--- config.mk ---
export PLATFORM = sky130hd
export DESIGN_NAME = pc_ir_flat
export DESIGN_NICKNAME = d
export VERILOG_FILES = /design/src/rtl/mycpu_pkg.sv /design/src/rtl/pc_ir_if.sv /design/src/rtl/pc_ir.sv /design/src/flat_wrapper.sv
export SDC_FILE = /design/constraint.sdc
export NUM_CORES = 1
export LEC_CHECK = 0
export CORE_MARGIN = 10
export CORE_UTILIZATION = 44
export CTS_CLUSTER_DIAMETER = 150
export DETAILED_ROUTE_END_ITERATION = 12
export GPL_TIMING_DRIVEN = 0
export PLACE_DENSITY_LB_ADDON = 0.15
export SLEW_MARGIN = 20
export SYNTH_ARGS = -nofsm -noshare
export SYNTH_HDL_FRONTEND = slang
export SYNTH_SLANG_ARGS = --single-unit
--- constraint.sdc ---
create_clock -name clk -period 2.7 [get_ports clk]
set_clock_uncertainty 0.1 [all_clocks]
set_input_delay 0.54 -clock clk [delete_from_list [all_inputs] [get_ports clk]]
set_output_delay 0.54 -clock clk [all_outputs]
set_load 0.03 [all_outputs]
--- src/rtl/mycpu_pkg.sv ---
// Shared CPU definitions: widths, PC select encoding and the branch target helper.
package mycpu_pkg;
  localparam int ADDR_W = 16;
  localparam int INS_W  = 16;

  typedef enum logic [1:0] {
    PS_HOLD = 2'b00,
    PS_INC  = 2'b01,
    PS_BRA  = 2'b10,
    PS_JMP  = 2'b11
  } ps_t;

  // Branch offset lives in ins[8:6] (high) and ins[2:0] (low), signed 6 bits.
  function automatic logic [ADDR_W-1:0] bra_target(input logic [ADDR_W-1:0] pc,
                                                   input logic [INS_W-1:0]  ins);
    logic [ADDR_W-1:0] off;
    off = {{(ADDR_W-6){ins[8]}}, ins[8:6], ins[2:0]};
    return pc + off;
  endfunction
endpackage

--- src/rtl/pc_ir_if.sv ---
// Fetch-side bundle between the control unit / instruction memory and pc_ir.
interface pc_ir_if #(parameter int ICNT_W = 16);
  import mycpu_pkg::*;

  logic              il_in;
  ps_t               ps_in;
  logic [ADDR_W-1:0] ra_in;
  logic [INS_W-1:0]  imem_data_in;
  logic [ADDR_W-1:0] imem_addr_out;
  logic [INS_W-1:0]  ins_out;
  logic              ir_valid_out;
  logic [ICNT_W-1:0] icount_out;

  modport master (
    output il_in, ps_in, ra_in, imem_data_in,
    input  imem_addr_out, ins_out, ir_valid_out, icount_out
  );

  modport slave (
    input  il_in, ps_in, ra_in, imem_data_in,
    output imem_addr_out, ins_out, ir_valid_out, icount_out
  );
endinterface

--- src/rtl/pc_ir.sv ---
// Program counter and instruction register with a saturating fetch counter.
module pc_ir
  import mycpu_pkg::*;
#(
  parameter logic [ADDR_W-1:0] RESET_PC = 16'h0000,
  parameter int                ICNT_W   = 16
) (
  input  logic   clk,
  input  logic   rst_n,
  pc_ir_if.slave bus
);

  logic              il;
  ps_t               ps;
  logic [ADDR_W-1:0] ra;
  logic [INS_W-1:0]  imem_data;
  logic [ADDR_W-1:0] pc, pc_nxt;
  logic [INS_W-1:0]  ir;
  logic              ir_valid;
  logic [ICNT_W-1:0] icount;

  assign il        = bus.il_in;
  assign ps        = bus.ps_in;
  assign ra        = bus.ra_in;
  assign imem_data = bus.imem_data_in;

  // Branch offset comes from the IR as it stands this cycle, before any load.
  always_comb begin
    pc_nxt = pc;
    case (ps)
      PS_HOLD: pc_nxt = pc;
      PS_INC:  pc_nxt = pc + 1'b1;
      PS_BRA:  pc_nxt = bra_target(pc, ir);
      PS_JMP:  pc_nxt = ra;
      default: pc_nxt = pc;
    endcase
  end

  always_ff @(posedge clk or negedge rst_n) begin
    if (!rst_n) begin
      pc       <= RESET_PC;
      ir       <= '0;
      ir_valid <= 1'b0;
      icount   <= '0;
    end else begin
      pc <= pc_nxt;
      if (il) begin
        ir       <= imem_data;
        ir_valid <= 1'b1;
        if (icount != '1) icount <= icount + 1'b1;
      end
    end
  end

  assign bus.imem_addr_out = pc;
  assign bus.ins_out       = ir;
  assign bus.ir_valid_out  = ir_valid;
  assign bus.icount_out    = icount;

endmodule

--- src/flat_wrapper.sv ---
// flat-port wrapper written by rule: the top's interface ports become plain ports
module pc_ir_flat import mycpu_pkg::*;
#(
  parameter logic [ADDR_W-1:0] RESET_PC = 16'h0000,
  parameter int                ICNT_W   = 16
)
  (clk, rst_n, bus_il_in, bus_ps_in, bus_ra_in, bus_imem_data_in, bus_imem_addr_out, bus_ins_out, bus_ir_valid_out, bus_icount_out);
  pc_ir_if #(.ICNT_W(ICNT_W)) bus_i ();
  input  logic clk;
  input  logic rst_n;
  input wire logic [$bits(bus_i.il_in)-1:0] bus_il_in;
  input wire logic [$bits(bus_i.ps_in)-1:0] bus_ps_in;
  input wire logic [$bits(bus_i.ra_in)-1:0] bus_ra_in;
  input wire logic [$bits(bus_i.imem_data_in)-1:0] bus_imem_data_in;
  output wire logic [$bits(bus_i.imem_addr_out)-1:0] bus_imem_addr_out;
  output wire logic [$bits(bus_i.ins_out)-1:0] bus_ins_out;
  output wire logic [$bits(bus_i.ir_valid_out)-1:0] bus_ir_valid_out;
  output wire logic [$bits(bus_i.icount_out)-1:0] bus_icount_out;
  assign bus_i.il_in = bus_il_in;
  assign bus_i.ps_in = bus_ps_in;
  assign bus_i.ra_in = bus_ra_in;
  assign bus_i.imem_data_in = bus_imem_data_in;
  assign bus_imem_addr_out = bus_i.imem_addr_out;
  assign bus_ins_out = bus_i.ins_out;
  assign bus_ir_valid_out = bus_i.ir_valid_out;
  assign bus_icount_out = bus_i.icount_out;
  pc_ir #(.RESET_PC(RESET_PC), .ICNT_W(ICNT_W)) u_core (.clk(clk), .rst_n(rst_n), .bus(bus_i));
endmodule
==> flow_summary.toml <==
[layout]
area_growth_pct = 43.2
fin_area_mm2 = 0.00440
drive_above_1_share = 0.187
seq_area_mm2 = 0.00123
fillers = 564
multi_input_area_mm2 = 0.00188
diodes = 0
final_nets = 461

[cts]
clock-root-buffer = "clkbuf_8"
cts_htree_levels = 2
cts_buffer_depth = 2
clkTransAtPathRegs_ps = 100
cts.sinks = 49
clock_latency_ps = 310
hold_buffers = 0
cts_tree = "yes"
cts_buffers = 5

[yosys]
muxShareOfSynthArea = 0.101
synth_largest_area_cell = "dfrtp_1"
synth-xor-area-share = 0.0570
synth.net_count = 356
synth_edf_count = 0
synth_top_family_by_area = "simple AND/OR/NAND/NOR gates"
synth_most_common_cell = "dfrtp_1"
yosys-top-cells-area = "dfrtp_1 40%, mux2_2 6.2%, mux2i_1 3.9%, nand2_1 3.7%, xnor2_1 3.4%"
yosysUniqueCellTypes = 66
syn_area_per_cell_um2 = 9.85
yosys-top-cells-count = "49 x dfrtp_1, 30 x nand2_1, 17 x mux2_2"
synth_ff_type = "dfrtp_1"
synth_top_area_share = 0.399
async_flop_share = 1.00
synthCells = 312
syn-cell-area_mm2 = 0.00307
synth_warnings = 0
synth-compound-area-share = 0.136
synthAdderAreaFrac = 0.0505
synthSimpleGateAreaFrac = 0.224
ys_seq_area_frac = 0.399
synth_seq_cells = 49

[worst_setup_path]
critical_path_class = "primary input to flip-flop"
path_common_cell = "o22ai_2"
cpPeakStageDelay_ps = 390
cp_cell_sequence = "buf_8 > nor2b_4 > buf_4 > and2_4 > fa_2 > a211oi_4 > o21bai_4 > nand4_1 > o22ai_2 > maj3_1 > o22ai_2 > a21oi_1"
slowest_stage = "fa_2"
worstSetupEndpointType = "flip-flop"
start_kind = "primary input"
cp.arrival_ps = 2740
critPathRequiredTime_ps = 2770
cp_max_fo = 5

[sta]
setup_tns_ps = 0
maxSlewHeadroom = 0.540
maxSlewViolCount = 0
finalHoldViolCount = 0
worst_slack_ps = 31.7
tightest_slew_ps = 690
hold_ws_ps = 134
setup_viol = 0
fin_crit_ps = 2670
max_freq_mhz = 375
rsz0062_at_grt = "yes"
period_share = 0.988

[power]
power.internal_uw = 1760
leakagePower_uw = 0.00177
switching_power_uw = 1170
ir_drop_v = 0.000336
clkPwrFrac = 0.186
p_sw_frac = 0.400
pwr-share-seq = 0.347
combPwrFrac = 0.467
power_uw = 2940
power_density_mw_per_mm2 = 668

[worst_hold_path]
hold_path.class = "primary input to async pin"

[die]
core_area_mm2 = 0.00679
ioPinCount = 86
die_width_um = 104
start_util = 0.452
dieArea_mm2 = 0.0107
rows = 30
die_h_um = 104

[drt]
routed_wl_mm = 8.80
drt_iter0_drc = 145
drc = 0
firstDrtPassIters = 4
antenna_left = 0
drt-vias-per-instance = 5.37
via_count = 2762
wl_per_cell_um = 17.1

[grt]
grt_max_degree = 50
grt_pass1_vias = 2899
overflow = 0
grt_first_pass_wirelength_mm = 14.6
grt_usage = 0.160
antenna_found_initial = 0

[placed_design]
port_buffers = 84
gp_congestion = 0.868
post_dp_cell_area_mm2 = 0.00406
dpl.hpwl_mm = 6.18
place_ws_ps = -864

[outcome]
outcome = "completed"

[run]
maxCapViolCount = 0
[cells in the final DEF (no fill, tap or decap), types with 3 or more instances in the layout]
cell type        instances
mux2_2                  17
nor2_1                  11
a21o_1                   5
clkbuf_1                11
xor2_1                   8
mux2i_1                 12
clkbuf_8                 5
ha_4                     3
nand4_1                 10
and3_1                   7
a21oi_1                 15
nand3_1                 12
and2_1                   5
o21ai_1                  6
xnor2_1                 12
maj3_1                   4
nor2b_1                  9
nand2b_1                 5
nor3_1                   6
buf_2                    3
a211oi_1                 4
clkdlybuf4s50_1         82
o21ai_0                  3
buf_4                   14
dfrtp_1                 49
nand2_1                 30
inv_1                    3
[power groups by stage]
| stage | clock, uW | combinational, uW | sequential [uW] |
|---|---|---|---|
| 2_1_floorplan | 0 | 536 | 1260 |
| 3_3_place_gp | 0 | 1240 | 1020 |
| 3_5_place_dp | 0 | 1250 | 1030 |
| 4_1_cts | 561 | 1300 | 1010 |
| 5_1_grt | 586 | 1480 | 1050 |
| 6_report | 546 | 1370 | 1020 |
[kinds of logic after synthesis]
| family | after synthesis |
|---|---|
| fa+ha+maj | 13 |
| simple gates | 120 |
| compound gates | 61 |
| flops | 49 |
| buf+inv | 20 |
| mux | 29 |
| xor+xnor | 20 |
[flip-flops by register name, summed over array words and instances, names as in the netlist]
name	flops
u_core.bus.icount_out	16
u_core.bus.imem_addr_out	16
u_core.bus.ins_out	16
u_core.bus.ir_valid_out	1
[metal layers]
layer | wire [um] | global-route usage
met1 | 3720 | 0.199
met2 | 4230 | 0.252
met3 | 695 | 0.0558
met4 | 154 | 0.0494
met5 | 0 | 0
[final timing paths]
check / slack (ps) / from / endpoint / cells after the start
hold reg to reg: 390 / u_core.bus.ir_valid_out / u_core.bus.ir_valid_out / 1
hold / removal: 130 / rst_n / u_core.bus.imem_addr_out[0] / 1
setup reg to reg: 80 / u_core.bus.ins_out[0] / u_core.bus.imem_addr_out[12] / 10
min in group clk: 390 / u_core.bus.ir_valid_out / u_core.bus.ir_valid_out / 1
max in group asynchronous: 1930 / rst_n / u_core.bus.imem_addr_out[10] / 1
setup / recovery: 30 / bus_ps_in[1] / u_core.bus.imem_addr_out[12] / 12
[through the flow]
step	util	instances
floorplan	-	312
global placement	0.597	492
detailed placement	0.597	492
CTS	0.624	506
global route	0.648	514
finish	0.648	514
[critical path, delay by kind of cell]
family,cells,cell delay (ps)
adder cells (fa/ha/maj),2,760
AO/OA/AOI/OAI,5,700
AND/OR/NAND/NOR,3,490
buffers and inverters,2,240
[cell type report]
class,count,share of cell area
multi-input cells,244,0.427
flip-flops and latches,49,0.278
repair buffers,97,0.218
well taps,96,0.0273
plain buffers,17,0.0216
clock buffers,6,0.0165
clock inverters,2,0.00881
inverters,3,0.00256
[what timing repair did]
action                     CTS  global route
resized for setup           11            16
pin swaps                    6             6
setup endpoints to repair   12             9
buffers inserted             5             7
cloned                       1             1
No activity file was read; power rests on OpenSTA's default activity.
